`src/rtl/funprof_ctrl.sv`:
```
// Function-profiler sequencer: call stack of {addr, entry ts}, one record per completed function.
// Optional FUNPROF_EXCL_EN: stack also tracks child time so records carry exclusive cycles.
module funprof_ctrl #(
  parameter int unsigned DEPTH  = 16,
  parameter int unsigned TS_W   = 32,
  parameter int unsigned DROP_W = 16
) (
  input  logic                   clk,
  input  logic                   rst_n,
  input  logic                   enable,
  input  logic                   call,
  input  logic                   ret,
  input  logic [0:31]            call_target,
  output logic                   rec_valid,
  input  logic                   rec_ready,
  output logic [0:31]            rec_addr,
  output logic [0:TS_W-1]        rec_cycles,
  output logic [0:$clog2(DEPTH)] rec_depth,
  output logic                   rec_trunc,
  output logic                   busy,
  output logic                   ovf,
  output logic                   unf,
  output logic [0:DROP_W-1]      drop_cnt
);

  localparam int unsigned IdxW = $clog2(DEPTH);
  localparam int unsigned SpW  = IdxW + 1;

  localparam logic [1:0] StIdle  = 2'd0;
  localparam logic [1:0] StRun   = 2'd1;
  localparam logic [1:0] StFlush = 2'd2;

  logic [1:0]        state_q, state_d;
  logic [SpW-1:0]    sp_q, sp_d, sp_mid;
  logic [TS_W-1:0]   shadow_q, shadow_d, shadow_mid;
  logic [TS_W-1:0]   ts_q, ts_d;
  logic              ovf_q, ovf_d, unf_q, unf_d;
  logic [DROP_W-1:0] drop_q, drop_d;

  logic              rv_q, rv_d, rtrunc_q, rtrunc_d;
  logic [31:0]       raddr_q, raddr_d;
  logic [TS_W-1:0]   rcyc_q, rcyc_d;
  logic [SpW-1:0]    rdepth_q, rdepth_d;

  logic [31:0]       stk_addr_q [DEPTH];
  logic [TS_W-1:0]   stk_ts_q   [DEPTH];

  logic              hold_free, do_pop, do_push;
  logic [IdxW-1:0]   top_idx, push_idx;
  logic [TS_W-1:0]   incl, rec_cyc;

  assign hold_free = ~rv_q | rec_ready;
  assign top_idx   = IdxW'(sp_q - SpW'(1));
  assign push_idx  = IdxW'(sp_mid);
  // Unsigned subtraction absorbs a single wrap of the timestamp.
  assign incl      = ts_q - stk_ts_q[top_idx];

`ifdef FUNPROF_EXCL_EN
  logic [TS_W-1:0] stk_child_q [DEPTH];
  logic            add_child;

  assign add_child = do_pop & (sp_q > SpW'(1));
  assign rec_cyc   = incl - stk_child_q[top_idx];

  always_ff @(posedge clk) begin
    if (add_child) stk_child_q[top_idx - IdxW'(1)] <= stk_child_q[top_idx - IdxW'(1)] + incl;
    if (do_push)   stk_child_q[push_idx] <= '0;
  end
`else
  assign rec_cyc = incl;
`endif

  always_comb begin
    state_d    = state_q;
    sp_d       = sp_q;
    shadow_d   = shadow_q;
    ts_d       = ts_q;
    ovf_d      = ovf_q;
    unf_d      = unf_q;
    drop_d     = drop_q;
    do_pop     = 1'b0;
    do_push    = 1'b0;
    sp_mid     = sp_q;
    shadow_mid = shadow_q;
    unique case (state_q)
      StIdle: begin
        if (enable) begin
          state_d  = StRun;
          ts_d     = '0;
          sp_d     = '0;
          shadow_d = '0;
          ovf_d    = 1'b0;
          unf_d    = 1'b0;
          drop_d   = '0;
        end
      end
      StRun: begin
        ts_d = ts_q + TS_W'(1);
        // Ret is resolved before call so a same-cycle pair replaces the top entry.
        if (ret) begin
          if (shadow_q != '0)  shadow_mid = shadow_q - TS_W'(1);
          else if (sp_q != '0) do_pop = 1'b1;
          else                 unf_d = 1'b1;
        end
        sp_mid   = do_pop ? sp_q - SpW'(1) : sp_q;
        sp_d     = sp_mid;
        shadow_d = shadow_mid;
        if (call) begin
          if (sp_mid < SpW'(DEPTH)) begin
            do_push = 1'b1;
            sp_d    = sp_mid + SpW'(1);
          end else begin
            ovf_d = 1'b1;
            if (shadow_mid != '1) shadow_d = shadow_mid + TS_W'(1);
          end
        end
        if (do_pop && !hold_free && drop_q != '1) drop_d = drop_q + DROP_W'(1);
        if (!enable) begin
          state_d  = StFlush;
          shadow_d = '0;
        end
      end
      StFlush: begin
        ts_d = ts_q + TS_W'(1);
        if (sp_q != '0) begin
          if (hold_free) begin
            do_pop = 1'b1;
            sp_d   = sp_q - SpW'(1);
          end
        end else if (hold_free) begin
          state_d = StIdle;
        end
      end
      default: state_d = StIdle;
    endcase
  end

  always_comb begin
    rv_d     = rv_q & ~rec_ready;
    raddr_d  = raddr_q;
    rcyc_d   = rcyc_q;
    rdepth_d = rdepth_q;
    rtrunc_d = rtrunc_q;
    if (do_pop && hold_free) begin
      rv_d     = 1'b1;
      raddr_d  = stk_addr_q[top_idx];
      rcyc_d   = rec_cyc;
      rdepth_d = sp_q;
      rtrunc_d = (state_q == StFlush);
    end
  end

  always_ff @(posedge clk) begin
    if (do_push) begin
      stk_addr_q[push_idx] <= call_target;
      stk_ts_q[push_idx]   <= ts_q;
    end
  end

  always_ff @(posedge clk or negedge rst_n) begin
    if (!rst_n) begin
      state_q  <= StIdle;
      sp_q     <= '0;
      shadow_q <= '0;
      ts_q     <= '0;
      ovf_q    <= 1'b0;
      unf_q    <= 1'b0;
      drop_q   <= '0;
      rv_q     <= 1'b0;
      raddr_q  <= '0;
      rcyc_q   <= '0;
      rdepth_q <= '0;
      rtrunc_q <= 1'b0;
    end else begin
      state_q  <= state_d;
      sp_q     <= sp_d;
      shadow_q <= shadow_d;
      ts_q     <= ts_d;
      ovf_q    <= ovf_d;
      unf_q    <= unf_d;
      drop_q   <= drop_d;
      rv_q     <= rv_d;
      raddr_q  <= raddr_d;
      rcyc_q   <= rcyc_d;
      rdepth_q <= rdepth_d;
      rtrunc_q <= rtrunc_d;
    end
  end

  assign rec_valid  = rv_q;
  assign rec_addr   = raddr_q;
  assign rec_cycles = rcyc_q;
  assign rec_depth  = rdepth_q;
  assign rec_trunc  = rtrunc_q;
  assign busy       = (state_q != StIdle);
  assign ovf        = ovf_q;
  assign unf        = unf_q;
  assign drop_cnt   = drop_q;

endmodule

```
`config.mk`:
```
export PLATFORM = sky130hd
export DESIGN_NAME = funprof_ctrl
export DESIGN_NICKNAME = d
export VERILOG_FILES = /design/src/rtl/funprof_ctrl.sv
export SDC_FILE = /design/constraint.sdc
export NUM_CORES = 1
export LEC_CHECK = 0
export CORE_ASPECT_RATIO = 1.2
export CORE_UTILIZATION = 52
export DETAILED_ROUTE_END_ITERATION = 7
export PLACE_DENSITY_LB_ADDON = 0.25
export SLEW_MARGIN = 25
export SYNTH_ARGS = -nofsm -noshare
export SYNTH_HDL_FRONTEND = slang
export SYNTH_SLANG_ARGS = --single-unit
```
`constraint.sdc`:
```
create_clock -name clk -period 7.6 [get_ports clk]
set_clock_uncertainty 0.05 [all_clocks]
set_input_delay 1.52 -clock clk [delete_from_list [all_inputs] [get_ports clk]]
set_output_delay 1.52 -clock clk [all_outputs]
set_load 0.005 [all_outputs]
```
==> metrics.log <==
[metrics] highest clock rate: 0.156 GHz
[metrics] routed len/inst: 26.9 µm
[metrics] setup repair after global routing missed its margin: false
[metrics] area of the core region: 0.0936 mm²
[metrics] Post-Syn Nets: 2805
[metrics] Clock Root Buffer: sky130_fd_sc_hd__clkbuf_16
[metrics] Avg Cell Area, Syn: 18.0 µm²
[metrics] buffers added on ports: 127
[metrics] horizontal die dimension: 282 µm
[metrics] number of buffers created by CTS: 111
[metrics] maximum level of the CTS H-tree: 3
[metrics] LEAKAGE: 0.0181 µW
[metrics] setup repair bufs after CTS: 0
[metrics] Max-slew headroom: 0.308
[metrics] worst setup path category: register to register
[metrics] proportion of synthesized chip area in sequential cells: 0.708
[metrics] number of filler instances in the final layout: 6856
[metrics] Diodes inserted: 0
[metrics] Clock transition at path regs: 0.07 ns
[metrics] Worst Tran Pin Value: 1.03 ns
[metrics] Vert. Die Dim: 338 µm
[metrics] hold buffer count at cts: 0
[metrics] critical path endpoint category: register
[metrics] global-route usage over all layers: 0.243
[metrics] number of gates resized after CTS: 0
[metrics] most frequent cells in the layout: 1024 x sky130_fd_sc_hd__edfxtp_1, 320 x sky130_fd_sc_hd__mux4_2, 236 x sky130_fd_sc_hd__nand2_1
[metrics] I/O Pins: 128
[metrics] maximum fanout along the worst path: 67
[metrics] area added between synthesis and finish: 14.1%
[metrics] synthesized netlist cell count: 2724
[metrics] power after layout: 18400 µW
[metrics] number of nets in the final layout: 2970
[metrics] flip-flop cell with the highest count after synthesis: sky130_fd_sc_hd__edfxtp_1
[metrics] # rows: 123
[metrics] clock network latency to the later pin of the worst-skew pair: 0.70 ns
[metrics] area of the mapped netlist: 0.0491 mm²
[metrics] Data arrival, critical path: 6.94 ns
[metrics] worst IR drop on VDD: 0.227 mV
[metrics] fraction of registers with async set or reset after synthesis: 0.135
[metrics] total via count after detailed routing: 26400
[metrics] final-report hold violation count: 0
[metrics] count of flip-flops with a built-in enable after synthesis: 1024
[metrics] drt pass-1 iters: 8
[metrics] number of sinks driven by the clock tree: 1184
[metrics] count of warnings emitted by yosys: 0
[metrics] result of the run: finished with violations
[metrics] Final TNS setup: 0 ns
[metrics] die outline area: 0.0956 mm²
[metrics] violated checks: DRC
[metrics] Power per Cell Area: 328 mW/mm²
[metrics] Worst EP required: 8.12 ns
[metrics] sort of element at the start of the critical path: register
[metrics] share of final-layout standard cells stronger than drive strength 1: 0.206
[metrics] hpwl dp: 63700 µm
[metrics] Detailed Route WL: 114000 µm
[metrics] detailed router's first-iteration violation count: 2645
[metrics] number of global-route vias before repair: 27200
[metrics] leading cell type in the layout, fill and taps excluded: sky130_fd_sc_hd__edfxtp_1
[metrics] CTS tree: built
[metrics] final cycle utilization of the critical path: 0.845
[metrics] number of synthesized register bits: 1184
[metrics] Avg Vias per Cell: 6.22
[metrics] remaining number of nets flagged by the antenna check after routing: 0
[metrics] pins over their slew limit: 0
[metrics] Max clock buf depth: 3
[metrics] final critical path time including I/O delays and setup: 6.42 ns
[metrics] final global-route overflow total: 0
[metrics] Initial Util: 0.524
[metrics] Final GP Congestion: 0.874
[metrics] Hold Path Class: register to register
[metrics] pin count of the biggest net entering global routing: 116
[metrics] first-pass GRT wire length: 172000 µm
[metrics] DRC errors left: 2
[metrics] number of distinct library cells after synthesis: 84
[metrics] max cap viols: 0
[metrics] number of failing setup endpoints in the final timing report: 0
[metrics] antenna violations before repair: 1
[layout make-up]
| cell class | count | area [µm²] | area share |
|---|---|---|---|
| Sequential cell | 1184 | 34800 | 0.621 |
| Multi-Input combinational cell | 1347 | 13700 | 0.245 |
| Clock buffer | 152 | 3090 | 0.0552 |
| Timing Repair Buffer | 184 | 1940 | 0.0346 |
| Tap cell | 1250 | 1560 | 0.0279 |
| Clock inverter | 59 | 703 | 0.0126 |
| Inverter | 61 | 229 | 0.00409 |
[final timing paths]
| check | start | to | slack [ns] | cells past startpoint |
|---|---|---|---|---|
| min reg2reg | rec_addr[23] | rec_addr[23] | 0.43 | 2 |
| max | sp_q[0] | rec_cycles[3] | 1.18 | 14 |
| min | rec_addr[23] | rec_addr[23] | 0.43 | 2 |
| min in group asynchronous | rst_n | rec_cycles[19] | 0.90 | 1 |
| max in group asynchronous | rst_n | rec_cycles[4] | 5.33 | 2 |
| max reg2reg | sp_q[0] | rec_cycles[3] | 1.18 | 14 |
[state kept, by name, indices dropped and copies added (netlist names), 2 cells and up]
name / flops
rec_depth: 5
ts_q: 32
state_q: 2
rec_cycles: 32
rec_addr: 32
stk_addr_q: 512
sp_q: 5
stk_ts_q: 512
drop_cnt: 16
shadow_q: 32
[cell usage after synthesis, types with 19 or more instances]
master	count	share of area
sky130_fd_sc_hd__nor2_1	120	0.0092
sky130_fd_sc_hd__xor2_1	57	0.010
sky130_fd_sc_hd__edfxtp_1	1024	0.63
sky130_fd_sc_hd__dfrtp_1	160	0.082
sky130_fd_sc_hd__inv_1	61	0.0047
sky130_fd_sc_hd__a21oi_1	47	0.0048
sky130_fd_sc_hd__ha_1	42	0.011
sky130_fd_sc_hd__and3_1	19	0.0024
sky130_fd_sc_hd__nor3_1	28	0.0029
sky130_fd_sc_hd__clkbuf_1	89	0.0068
sky130_fd_sc_hd__a21o_1	20	0.0031
sky130_fd_sc_hd__o21ai_0	76	0.0078
sky130_fd_sc_hd__xnor2_1	42	0.0075
sky130_fd_sc_hd__nand2_1	236	0.018
sky130_fd_sc_hd__or3_1	20	0.0026
sky130_fd_sc_hd__buf_1	24	0.0018
sky130_fd_sc_hd__mux4_2	320	0.15
sky130_fd_sc_hd__nand3_1	54	0.0055
sky130_fd_sc_hd__nand4_1	32	0.0041
[worst max-delay path: stages (launching register included)]
cell and delay, ns:
sky130_fd_sc_hd__dfrtp_4 0.96, sky130_fd_sc_hd__inv_1 0.21, sky130_fd_sc_hd__ha_4 0.78, sky130_fd_sc_hd__buf_4 0.86, sky130_fd_sc_hd__mux4_2 0.42, sky130_fd_sc_hd__mux4_2 0.47, sky130_fd_sc_hd__inv_1 0.07, sky130_fd_sc_hd__ha_1 0.26
sky130_fd_sc_hd__o21ai_0 0.50, sky130_fd_sc_hd__nor3_1 0.13, sky130_fd_sc_hd__o21ai_0 0.27, sky130_fd_sc_hd__a31o_2 0.27, sky130_fd_sc_hd__o21ai_0 0.27, sky130_fd_sc_hd__a31o_2 0.35, sky130_fd_sc_hd__a221o_1 0.29
[kinds of logic after synthesis]
kind of cell	Yosys count	share of synthesized area
XOR/XNOR	99	0.0177
AND/OR/NAND/NOR	603	0.0612
flip-flops	1184	0.708
buffers and inverters	193	0.0158
multiplexers	332	0.150
AO/OA/AOI/OAI	270	0.0363
adder cells (fa/ha/maj)	43	0.0111
[routing by layer]
| metal | wire length (µm) | GRT usage |
|---|---|---|
| met3 | 7780 | 0.0383 |
| met2 | 55900 | 0.392 |
| met1 | 47600 | 0.347 |
| met5 | 20 | 0 |
| met4 | 2520 | 0.0667 |
[report_power, final]
part	internal [µW]	switching (µW)	total, µW
Combinational	2070	2690	4760
Sequential	7520	414	7930
Clock	3250	2440	5680
[through the flow]
step	util	hold WS [ns]	instances	cell area, µm²	worst slack, ns
global route	0.598	0.457	4237	56000	0.709
detailed placement	0.558	0.415	4025	52200	1.13
CTS	0.598	0.435	4236	56000	1.11
global placement	0.557	0.409	4023	52100	1.23
finish	0.598	0.430	4237	56000	1.18
floorplan	-	0.420	2724	49100	0.884
(Power assumes the default switching activity.)
